File: config.mk
export PLATFORM = sky130hd
export DESIGN_NAME = spi_response_tx
export DESIGN_NICKNAME = d
export VERILOG_FILES = /design/src/rtl/spi_response_tx.sv
export SDC_FILE = /design/constraint.sdc
export NUM_CORES = 1
export LEC_CHECK = 0
export ABC_AREA = 1
export CAP_MARGIN = 10
export CORE_MARGIN = 2
export CORE_UTILIZATION = 63
export DETAILED_ROUTE_END_ITERATION = 8
export PLACE_DENSITY_LB_ADDON = 0.08
export SLEW_MARGIN = 10
export SYNTH_ARGS = -nofsm -noshare
export SYNTH_HDL_FRONTEND = slang
export SYNTH_SLANG_ARGS = --single-unit
File: constraint.sdc
create_clock -name CLK -period 3.8 [get_ports CLK]
set_input_delay 0.57 -clock CLK [delete_from_list [all_inputs] [get_ports CLK]]
set_output_delay 0.57 -clock CLK [all_outputs]
set_load 0.01 [all_outputs]
File: src/rtl/spi_response_tx.sv
// spi_response_tx: MISO serializer for an SD-style SPI slave.
// Response bytes are queued in a small FIFO and shifted out MSB first,
// byte-aligned to the CS-low frame. 0xFF filler bytes are inserted to meet
// the command-to-response gap, and 0x00 bytes are sent while busy_hold is high.
module spi_response_tx #(
    parameter int DEPTH     = 8,
    parameter int NCR_BYTES = 1
) (
    input  logic                     CLK,
    input  logic                     reset,
    input  logic                     CS,
    input  logic                     wr_en,
    input  logic [7:0]               wr_data,
    input  logic                     flush,
    input  logic                     busy_hold,
    output logic                     DO,
    output logic                     fifo_full,
    output logic [$clog2(DEPTH):0]   fifo_level,
    output logic                     overflow,
    output logic                     byte_done,
    output logic                     tx_active
);
    localparam int              AW     = $clog2(DEPTH);
    localparam int              LW     = AW + 1;
    localparam logic [3:0]      NCR_L  = 4'(NCR_BYTES);
    localparam logic [LW-1:0]   FULL_L = LW'(DEPTH);

    logic [7:0]    mem_q [DEPTH];
    logic [7:0]    shift_q, shift_d;
    logic [2:0]    bit_q, bit_d;
    logic [AW-1:0] rd_q, rd_d, wr_q, wr_d;
    logic [LW-1:0] level_q, level_d;
    logic [3:0]    gap_q, gap_d;
    logic          in_burst_q, in_burst_d;
    logic          tx_q, tx_d;
    logic          done_q, done_d;
    logic          ovf_q, ovf_d;
    logic          boundary, full, pop, push;

    // Pop/push decisions, all taken from pre-edge state
    always_comb begin
        boundary = !CS && (bit_q == 3'd0);
        full     = (level_q == FULL_L);
        pop      = boundary && !busy_hold && (level_q != '0) &&
                   (in_burst_q || (gap_q >= NCR_L));
        push     = wr_en && !flush && (!full || pop);
    end

    // Next-state for the shifter, burst/gap tracking and FIFO bookkeeping
    always_comb begin
        shift_d    = shift_q;
        bit_d      = bit_q;
        in_burst_d = in_burst_q;
        gap_d      = gap_q;
        tx_d       = tx_q;
        ovf_d      = ovf_q;
        // A FIFO byte is complete only when the counter is back at a boundary;
        // this covers both a normal boundary and CS rising right after the
        // last bit. A mid-byte CS rise sees bit_q != 0 and reports nothing.
        done_d     = tx_q && (bit_q == 3'd0);

        if (CS) begin
            shift_d    = 8'hFF;
            bit_d      = 3'd0;
            in_burst_d = 1'b0;
            gap_d      = 4'd0;
            tx_d       = 1'b0;
        end else begin
            bit_d = bit_q + 3'd1;
            if (bit_q != 3'd0) begin
                shift_d = {shift_q[6:0], 1'b1};
            end else if (busy_hold) begin
                shift_d    = 8'h00;
                in_burst_d = 1'b0;
                tx_d       = 1'b0;
            end else if (pop) begin
                shift_d    = mem_q[rd_q];
                in_burst_d = 1'b1;
                gap_d      = 4'd0;
                tx_d       = 1'b1;
            end else begin
                shift_d    = 8'hFF;
                in_burst_d = 1'b0;
                tx_d       = 1'b0;
                if (gap_q < 4'd8) gap_d = gap_q + 4'd1;
            end
        end

        rd_d    = rd_q + AW'(pop);
        wr_d    = wr_q + AW'(push);
        level_d = level_q + LW'(push) - LW'(pop);
        if (wr_en && !flush && full && !pop) ovf_d = 1'b1;

        // Flush clears the queue but leaves whatever was just loaded alone
        if (flush) begin
            rd_d       = '0;
            wr_d       = '0;
            level_d    = '0;
            ovf_d      = 1'b0;
            in_burst_d = 1'b0;
        end
    end

    // FIFO storage; contents need no reset since level gates every read
    always_ff @(posedge CLK) begin
        if (push) mem_q[wr_q] <= wr_data;
    end

    // State registers with asynchronous reset
    always_ff @(posedge CLK or posedge reset) begin
        if (reset) begin
            shift_q    <= 8'hFF;
            bit_q      <= 3'd0;
            rd_q       <= '0;
            wr_q       <= '0;
            level_q    <= '0;
            gap_q      <= 4'd0;
            in_burst_q <= 1'b0;
            tx_q       <= 1'b0;
            done_q     <= 1'b0;
            ovf_q      <= 1'b0;
        end else begin
            shift_q    <= shift_d;
            bit_q      <= bit_d;
            rd_q       <= rd_d;
            wr_q       <= wr_d;
            level_q    <= level_d;
            gap_q      <= gap_d;
            in_burst_q <= in_burst_d;
            tx_q       <= tx_d;
            done_q     <= done_d;
            ovf_q      <= ovf_d;
        end
    end

    assign DO         = shift_q[7];
    assign fifo_full  = (level_q == FULL_L);
    assign fifo_level = level_q;
    assign overflow   = ovf_q;
    assign byte_done  = done_q;
    assign tx_active  = tx_q;

endmodule

Yosys cells after proc, flatten, opt, wreduce, memory -nomap -nowiden:

Memory sizes are Yosys's and may differ from the RTL's.
Index checks and enable logic that the tools add are counted.

* reductions and logical operators: 22
* multiplexer cells: 22
* eq/ne operators: 4
* $lt $le $gt $ge: 2
* add/sub/neg operators: 6

Operator list (count)
* $mux W8: 4
* $mux W4: 6
* $logic_and A1 B1 Y1: 9
* $mux W1: 9
* $mux W3: 3
* $add A3 B1 Y3: 2
* $reduce_bool A3 Y1: 2
* $logic_not A1 Y1: 5
* $add A4 B1 Y4: 1
* $add A4 B1 Y4 const B: 1
* $eq A4 B4 Y1 const B: 1
* $ge A4 B1 Y1 const B: 1
* $lt A4 B4 Y1 const B: 1
* $ne A2 B2 Y1 const B: 2
* $reduce_bool A4 Y1: 1
* $sub A4 B1 Y4: 1
* $add A3 B1 Y3 const B: 1
* $logic_not A3 Y1: 1
* $ne A3 B3 Y1 const B: 1
* $reduce_and A3 Y1: 1
* $logic_or A1 B1 Y1: 2
* $reduce_bool A2 Y1: 1

* register bits: 29
* word-level logic and storage cells: 67
* memory bits (writable): 64
* output and inout port bits: 9
* memories kept: 1
* bits of input ports: 14

Memory list
* mem_q: words 8, bits a word 8, read ports 1, clocked after memory_dff 0, write ports 1, RTL line 28 `logic [7:0] mem_q [DEPTH];`

Depth between registers and ports, before layout:

Gate-level depths: netlist (run 1).

* depth after elaboration: 10
* depth in mapped cells: 16
* depth with buffers taken out: 16

Least setup slack after synthesis (run 1):

Ideal clock, no wire load.

* path type: reg2reg
* start point: register level_q[2] (netlist: fifo_level[2])
* end point: register level_q[2] (netlist: fifo_level[2])
* arrival time: 2045 ps
* period minus slack after synthesis: 2177 ps
* cell stages (with the launch flop): 13
* path buffers: 0
* required time: 3668 ps
* path slack: 1623 ps
* setup time: 132 ps
* path through: dfrtp_1 inv_1 ha_1 nor3b_2 nand2_4 nand2_4 inv_2 nand2_1 nand2_1 ha_1 fa_1 xnor2_1 nor2_1

* elaborated cells between the ends (all ways): 10
* those cells by class: add/sub: 2; eq/ne: 1; mux: 1; reduce/logical: 6

RTL lines
* start: declaration: RTL line 32 `logic [LW-1:0] level_q, level_d;`
* start signal: assignment: RTL line 127 `level_q <= level_d;`
* $eq A4 B4 Y1
* named net fifo_full: RTL line 17 `output logic fifo_full,`
* $logic_not A1 Y1: RTL line 46 `push = wr_en && !flush && (!full || pop);`
* $logic_or A1 B1 Y1: RTL line 46
* $logic_and A1 B1 Y1: RTL line 46
* $add A4 B1 Y4: RTL line 91 `level_d = level_q + LW'(push) - LW'(pop);`
* $sub A4 B1 Y4: RTL line 91
* $mux W4: RTL line 95 `if (flush) begin`
* named net level_d[2]: RTL line 32

The timed path passes the listed nets, and every way through them passes these cells.
A chain may end at the register's enable or synchronous reset.

Final worst setup path (run 1):

* start point: register level_q[2] (netlist: fifo_level[2])
* end point: output fifo_full

* cells in the longest elaborated chain, start to end: 1

Ends and longest elaborated chain
* $eq A4 B4 Y1: RTL line 137 `assign fifo_full = (level_q == FULL_L);`
* end: declaration: RTL line 17

No other way between the ends.

==> results of run 1 <==
==> layer usage <==
metal,track usage [%],vias to the layer above,routed length (um)
met3,4.86,10,540
met1,34.9,1281,3550
met2,37.6,109,3920
met5,0,-,0
met4,8.37,0,100
li1,-,1328,-
==> placed cells by master, fill, tap and decap left out, types with 8 or more instances in the layout <==
cell type	Yosys	layout
a21oi_1	11	11
buf_4	4	9
clkbuf_8	0	9
clkdlybuf4s50_1	0	22
dfrtp_1	21	21
dfstp_2	8	8
edfxtp_1	64	64
ha_1	14	14
inv_1	31	30
nand2_1	97	97
nand3_1	61	61
nor2_1	24	24
nor3_1	8	8
==> state kept, by name, indices dropped and copies added (netlist names) <==
name	flops
byte_done	1
overflow	1
wr_q	3
mem_q	64
shift_q	8
in_burst_q	1
gap_q	4
fifo_level	4
rd_q	3
bit_q	3
tx_active	1
==> cells by family after synthesis <==
kind of cell             after synthesis
buffers and inverters                 48
XOR/XNOR                               5
adder cells (fa/ha/maj)               15
AO/OA/AOI/OAI                         15
AND/OR/NAND/NOR                      202
flip-flops                            93
==> path summary, 6_finish.rpt <==
| path | cells past startpoint | endpoint | slack, ps |
|---|---|---|---|
| max | 4 | fifo_full | 1340 |
| min | 1 | bit_q[0] | 480 |
| max reg2reg | 12 | fifo_level[2] | 1400 |
| min reg2reg | 1 | bit_q[0] | 480 |
| max in group asynchronous | 2 | gap_q[3] | 2700 |
| min in group asynchronous | 2 | gap_q[2] | 630 |
==> report_power, final <==
group | internal, mW | switching (mW)
sequential | 1.15 | 0.0406
combinational | 0.166 | 0.261
clock | 0.305 | 0.345
total | 1.62 | 0.646
==> area by class of cell <==
class	instances	area share, %
clock buffers	9	2.68
clock inverters	7	1.60
inverters	36	2.98
multi-input cells	237	27.0
flip-flops and latches	93	57.5
well taps	77	2.08
repair buffers	31	6.22
==> through the flow <==
stage / power, mW / std cells / hold WS (ps) / setup WS (ps) / instance area (um^2)
finish: 2.26 / 490 / 481 / 1340 / 4630
global route: 2.36 / 490 / 505 / 1150 / 4630
CTS: 2.28 / 490 / 497 / 1310 / 4630
detailed placement: 1.64 / 474 / 484 / 961 / 4430
global placement: 1.62 / 474 / 447 / 1070 / 4430
floorplan: 1.50 / 378 / 426 / 1620 / 4140
==> summary.txt, run 1 <==
Flow run
  • Max-cap violations: 0

Timing
  • Period utilization: approximately two thirds
  • Layout Skew: 5.00 ps
  • Count of final max-slew check failures: 0
  • RSZ-0062 raised after global routing: no
  • Actual slew at the worst max-slew pin: 1020 ps
  • Setup violators final: 0
  • Fin crit period: 2460 ps
  • Slew HR: 31.4%
  • Final Hold Fails: 0
  • Max Freq: 407 MHz
  • Post-route setup TNS: 0 ps

Route
  • Antenna violation net count after detailed routing: 0
  • WL/cell: between 15 and 20 um
  • Residual DRC: 0
  • First-pass detailed-route iteration total: 5
  • Detailed Route WL: 8120 um
  • Drt initial violations: 259
  • Via density: 5.57
  • DR vias: about 2700

Critical path
  • Max incr delay on CP: roughly 600 ps
  • WS Path Type: reg2out
  • Critical Path RT: 3230 ps
  • CP delay by family, top: buffers and inverters
  • Worst setup SP type: flip-flop
  • Crit end category: output port
  • Top fanout value on the critical path: 3
  • Critical path cell sequence: inv_1, ha_1, nor3b_2, clkdlybuf4s50_1
  • Critical path's slowest cell: clkdlybuf4s50_1
  • Worst EP arrival: 1890 ps
  • Bufs and invs on worst path: 2
  • R2r startpoint: gap_q[1]
  • CP startpoint: fifo_level[2]

Floorplan
  • Die W: 85.1 um
  • Row count: 29
  • Starting Density: 65.3%
  • Die H: ~85 um
  • Die area: roughly 7200 um^2
  • Core ar.: 6350 um^2
  • I/O pins: 23

CTS
  • CTS sink cnt: 93
  • Clk buf depth: 2
  • CTS Hold Bufs: 0
  • Post-cts repair resize count: 0
  • H-tree depth: 3
  • Worst skew pair latency: 360 ps
  • CTS root buffer: clkbuf_8
  • Reg clk slew, reported paths: 90 ps
  • Post-CTS Setup Bufs: 0
  • CTS tree: done
  • Total CTS buffers: 9

Synth
  • Ys flop type: edfxtp_1
  • Post-Syn Instances: roughly 380
  • Post-synth EDFFs: 64
  • Syn_nets: 407
  • Mapped Area: between 4000 and 5000 um^2
  • Top post-synthesis cells by area: edfxtp_1 (46%), dfrtp_1 (13%), nand2_1 (8.8%), nand3_1 (7.4%), dfstp_2 (5.1%)
  • Post-synthesis adder-cell area fraction: ~4.7%
  • Yosys warning count: 0
  • Register area share after synthesis: 64.1%
  • Post-synthesis area per instance: 11.0 um^2
  • Simple-gate share of the synthesized area: 22.4%
  • Top-count cell post-synth: nand2_1
  • Number of distinct library cells after synthesis: 28
  • Synthesis-stage register bit count: 93
  • Yosys top cell by area: edfxtp_1
  • Async SR Flop Fraction: 31.2%
  • Post-synthesis xor/xnor area fraction: under 10%
  • Yosys top cell area share: 46.4%
  • Compound-cell area share of the yosys netlist: 1.99%
  • Leading cell types by count after synthesis: nand2_1 (97), edfxtp_1 (64), nand3_1 (61), inv_1 (31), nor2_1 (24)
  • Multiplexer area fraction after synthesis: 0%
  • Largest family of logic cells by synthesized area: simple AND/OR/NAND/NOR gates

Cells and area
  • Fin nets: 437
  • Diode count: 0
  • Layout cells sized above 1: 11.1%
  • Fill count: roughly 450
  • Final Util: ~73%
  • Area Overhead vs Synth: 11.6%
  • Register Area: 2660 um^2
  • Area occupied by multi-input gates: 1250 um^2

Pwr
  • Leak pwr: roughly 1.9 nW
  • PD cells: approximately 500 nW/um^2
  • Max VDD drop: around 0.32 mV

Placement
  • Buffers on Ports: 22
  • RD Place Congestion: 0.801
  • Dpl hpwl: 5280 um

Min path
  • Worst hold path type: reg2reg
  • HP Start: bit_q[0]

Global routing
  • Total GRT Usage: 24.3%
  • Antenna violations before repair: 0
  • Vias in the first global route: 2735
  • Largest net degree at the start of global routing: 33
  • Overflow after GRT: 0
  • First-pass GRT wire length: 13100 um

Status
  • Run status: complete, no violations
Note: power is estimated with default switching activity, not from simulation.
==> inputs of run 2 (changes only) <==
Settings changed: CORE_UTILIZATION 63 to 53.
Clock period 3.8 ns to 2.23 ns, I/O delays scaled along.
==> run 2 against run 1 <==
Against the previous run: flip-flop and latch count is the same; via count down 0.88%; combinational power grew 94%; clock skew up 10 ps; sequential share of layout area decreased by 2.3 points; register-to-register slack lost 1300 ps; worst hold slack worse by 130 ps; sequential power is 70% higher.
==> summary.txt, run 2 (synthesis results as in run 1) <==
Pwr
  • Max VDD drop: about 0.5 mV
  • Leak pwr: 1.97 nW
  • PD cells: 814 nW/um^2
  • Power Total: between 3 and 4 mW

Critical path
  • Worst EP arrival: 2370 ps
  • Worst setup SP type: flip-flop
  • Critical Path RT: 2480 ps
  • Crit end category: flip-flop
  • Top fanout value on the critical path: 4
  • WS Path Type: reg2reg

Route
  • Detailed Route WL: 8020 um
  • DR vias: 2704
  • Top Metal Used: met4
  • Routed met3 length: ~460 um
  • Met2 Routed Length: between 3000 and 4000 um
  • First-pass detailed-route iteration total: 4
  • WL/cell: 15.1 um
  • Antenna violation net count after detailed routing: 0
  • Met1 wire length: 3570 um
  • Via density: 5.07
  • Residual DRC: 0
  • Drt initial violations: 199

Cells and area
  • Area occupied by multi-input gates: 1280 um^2
  • Commonest non-fill, non-tap cell in the layout: nand2_1
  • Fill count: between 600 and 700
  • Top Registers: mem_q (64), shift_q (8)
  • Layout cells sized above 1: 17.2%
  • Diode count: 0
  • Fin nets: 455
  • Area Overhead vs Synth: 16.3%
  • Register Area: 2660 um^2
  • Most flops, register: mem_q
  • Final Util: 63.0%
  • Commonest cells after routing, fill and taps aside: nand2_1 (97), edfxtp_1 (64), nand3_1 (61)
  • Max reg flops: 64

CTS
  • Total CTS buffers: 9
  • Worst skew pair latency: 350 ps
  • CTS tree: done
  • CTS root buffer: clkbuf_8
  • Reg clk slew, reported paths: 100 ps
  • Clk buf depth: 2
  • H-tree depth: 3
  • CTS sink cnt: 93

Floorplan
  • Row count: 32
  • Die H: 92.4 um
  • Die W: a little over 90 um
  • Starting Density: between 50 and 60%
  • I/O pins: 23
  • Core ar.: 7650 um^2
  • Die area: 8540 um^2

Placement
  • Pre-CTS WS: -113 ps
  • Buffers on Ports: 22
  • RD Place Congestion: 0.754
  • Dpl hpwl: 5180 um

Timing
  • Actual slew at the worst max-slew pin: about 370 ps
  • Final Hold Fails: 0
  • Setup violators final: 0
  • Count of final max-slew check failures: 0
  • Period utilization: 94.8%
  • Fin crit period: 2110 ps
  • Layout Skew: 15.2 ps
  • Post-route setup TNS: 0 ps
  • Max Freq: 473 MHz
  • Slew HR: roughly three quarters
  • Final Worst Setup Slack: approximately 120 ps

Global routing
  • Largest net degree at the start of global routing: 33
  • Vias in the first global route: around 2700
  • Total GRT Usage: 20.4%
  • Antenna violations before repair: 0
  • Overflow after GRT: 0
  • First-pass GRT wire length: 13000 um

Flow run
  • Max-cap violations: 0

Status
  • Run status: complete, no violations

Min path
  • Worst hold path type: in2async
[run 2: routing by layer]
| layer | track usage, % | vias to the layer above |
|---|---|---|
| met1 | 27.7 | 1258 |
| met3 | 3.74 | 14 |
| met5 | 0 | - |
| li1 | - | 1367 |
| met2 | 32.7 | 65 |
| met4 | 8.08 | 0 |
[run 2: critical path, stage by stage, from the launching register on]
cell	delay, ps
dfrtp_1	420
inv_1	80
ha_2	220
nand3_4	90
nor2_4	110
nand3_4	110
nand2_4	80
nand2_4	40
inv_2	50
nand2_1	40
nand2_1	70
ha_2	190
fa_2	440
inv_2	50
nor2_1	30
[run 2: worst paths after layout]
kind                          start            end  slack (ps)  cells after the start
max in group asynchronous     reset     shift_q[0]        1550                      3
min in group CLK           bit_q[0]       bit_q[0]         480                      1
setup reg to reg           bit_q[0]  fifo_level[1]         120                     14
hold reg to reg            bit_q[0]       bit_q[0]         480                      1
hold / removal                reset     in_burst_q         350                      3
setup / recovery           bit_q[0]  fifo_level[1]         120                     14
[run 2: area by class of cell]
type	count	area share (%)
clock buffer	9	2.57
clock inverter	7	1.48
timing repair buffer	49	8.82
sequential	93	55.1
inverter	36	2.85
tap	102	2.65
multi-input combinational	237	26.5
[run 2: repair_timing]
item	CTS	global route
pin swaps	0	3
endpoints found under the setup margin	2	4
hold buffers	0	0
gates resized for setup	2	10
setup buffers	2	0
[run 2: report_power, final]
group | internal, mW | switching, mW | total (mW)
combinational | 0.351 | 0.479 | 0.829
clock | 0.434 | 0.646 | 1.08
sequential | 1.96 | 0.0603 | 2.02
[run 2: metrics by stage]
step                cells  hold WS, ps  cell area [um^2]
floorplan             378          395              4140
global placement      515          450              4580
detailed placement    515          466              4580
CTS                   533          341              4800
global route          533          388              4820
finish                533          349              4820
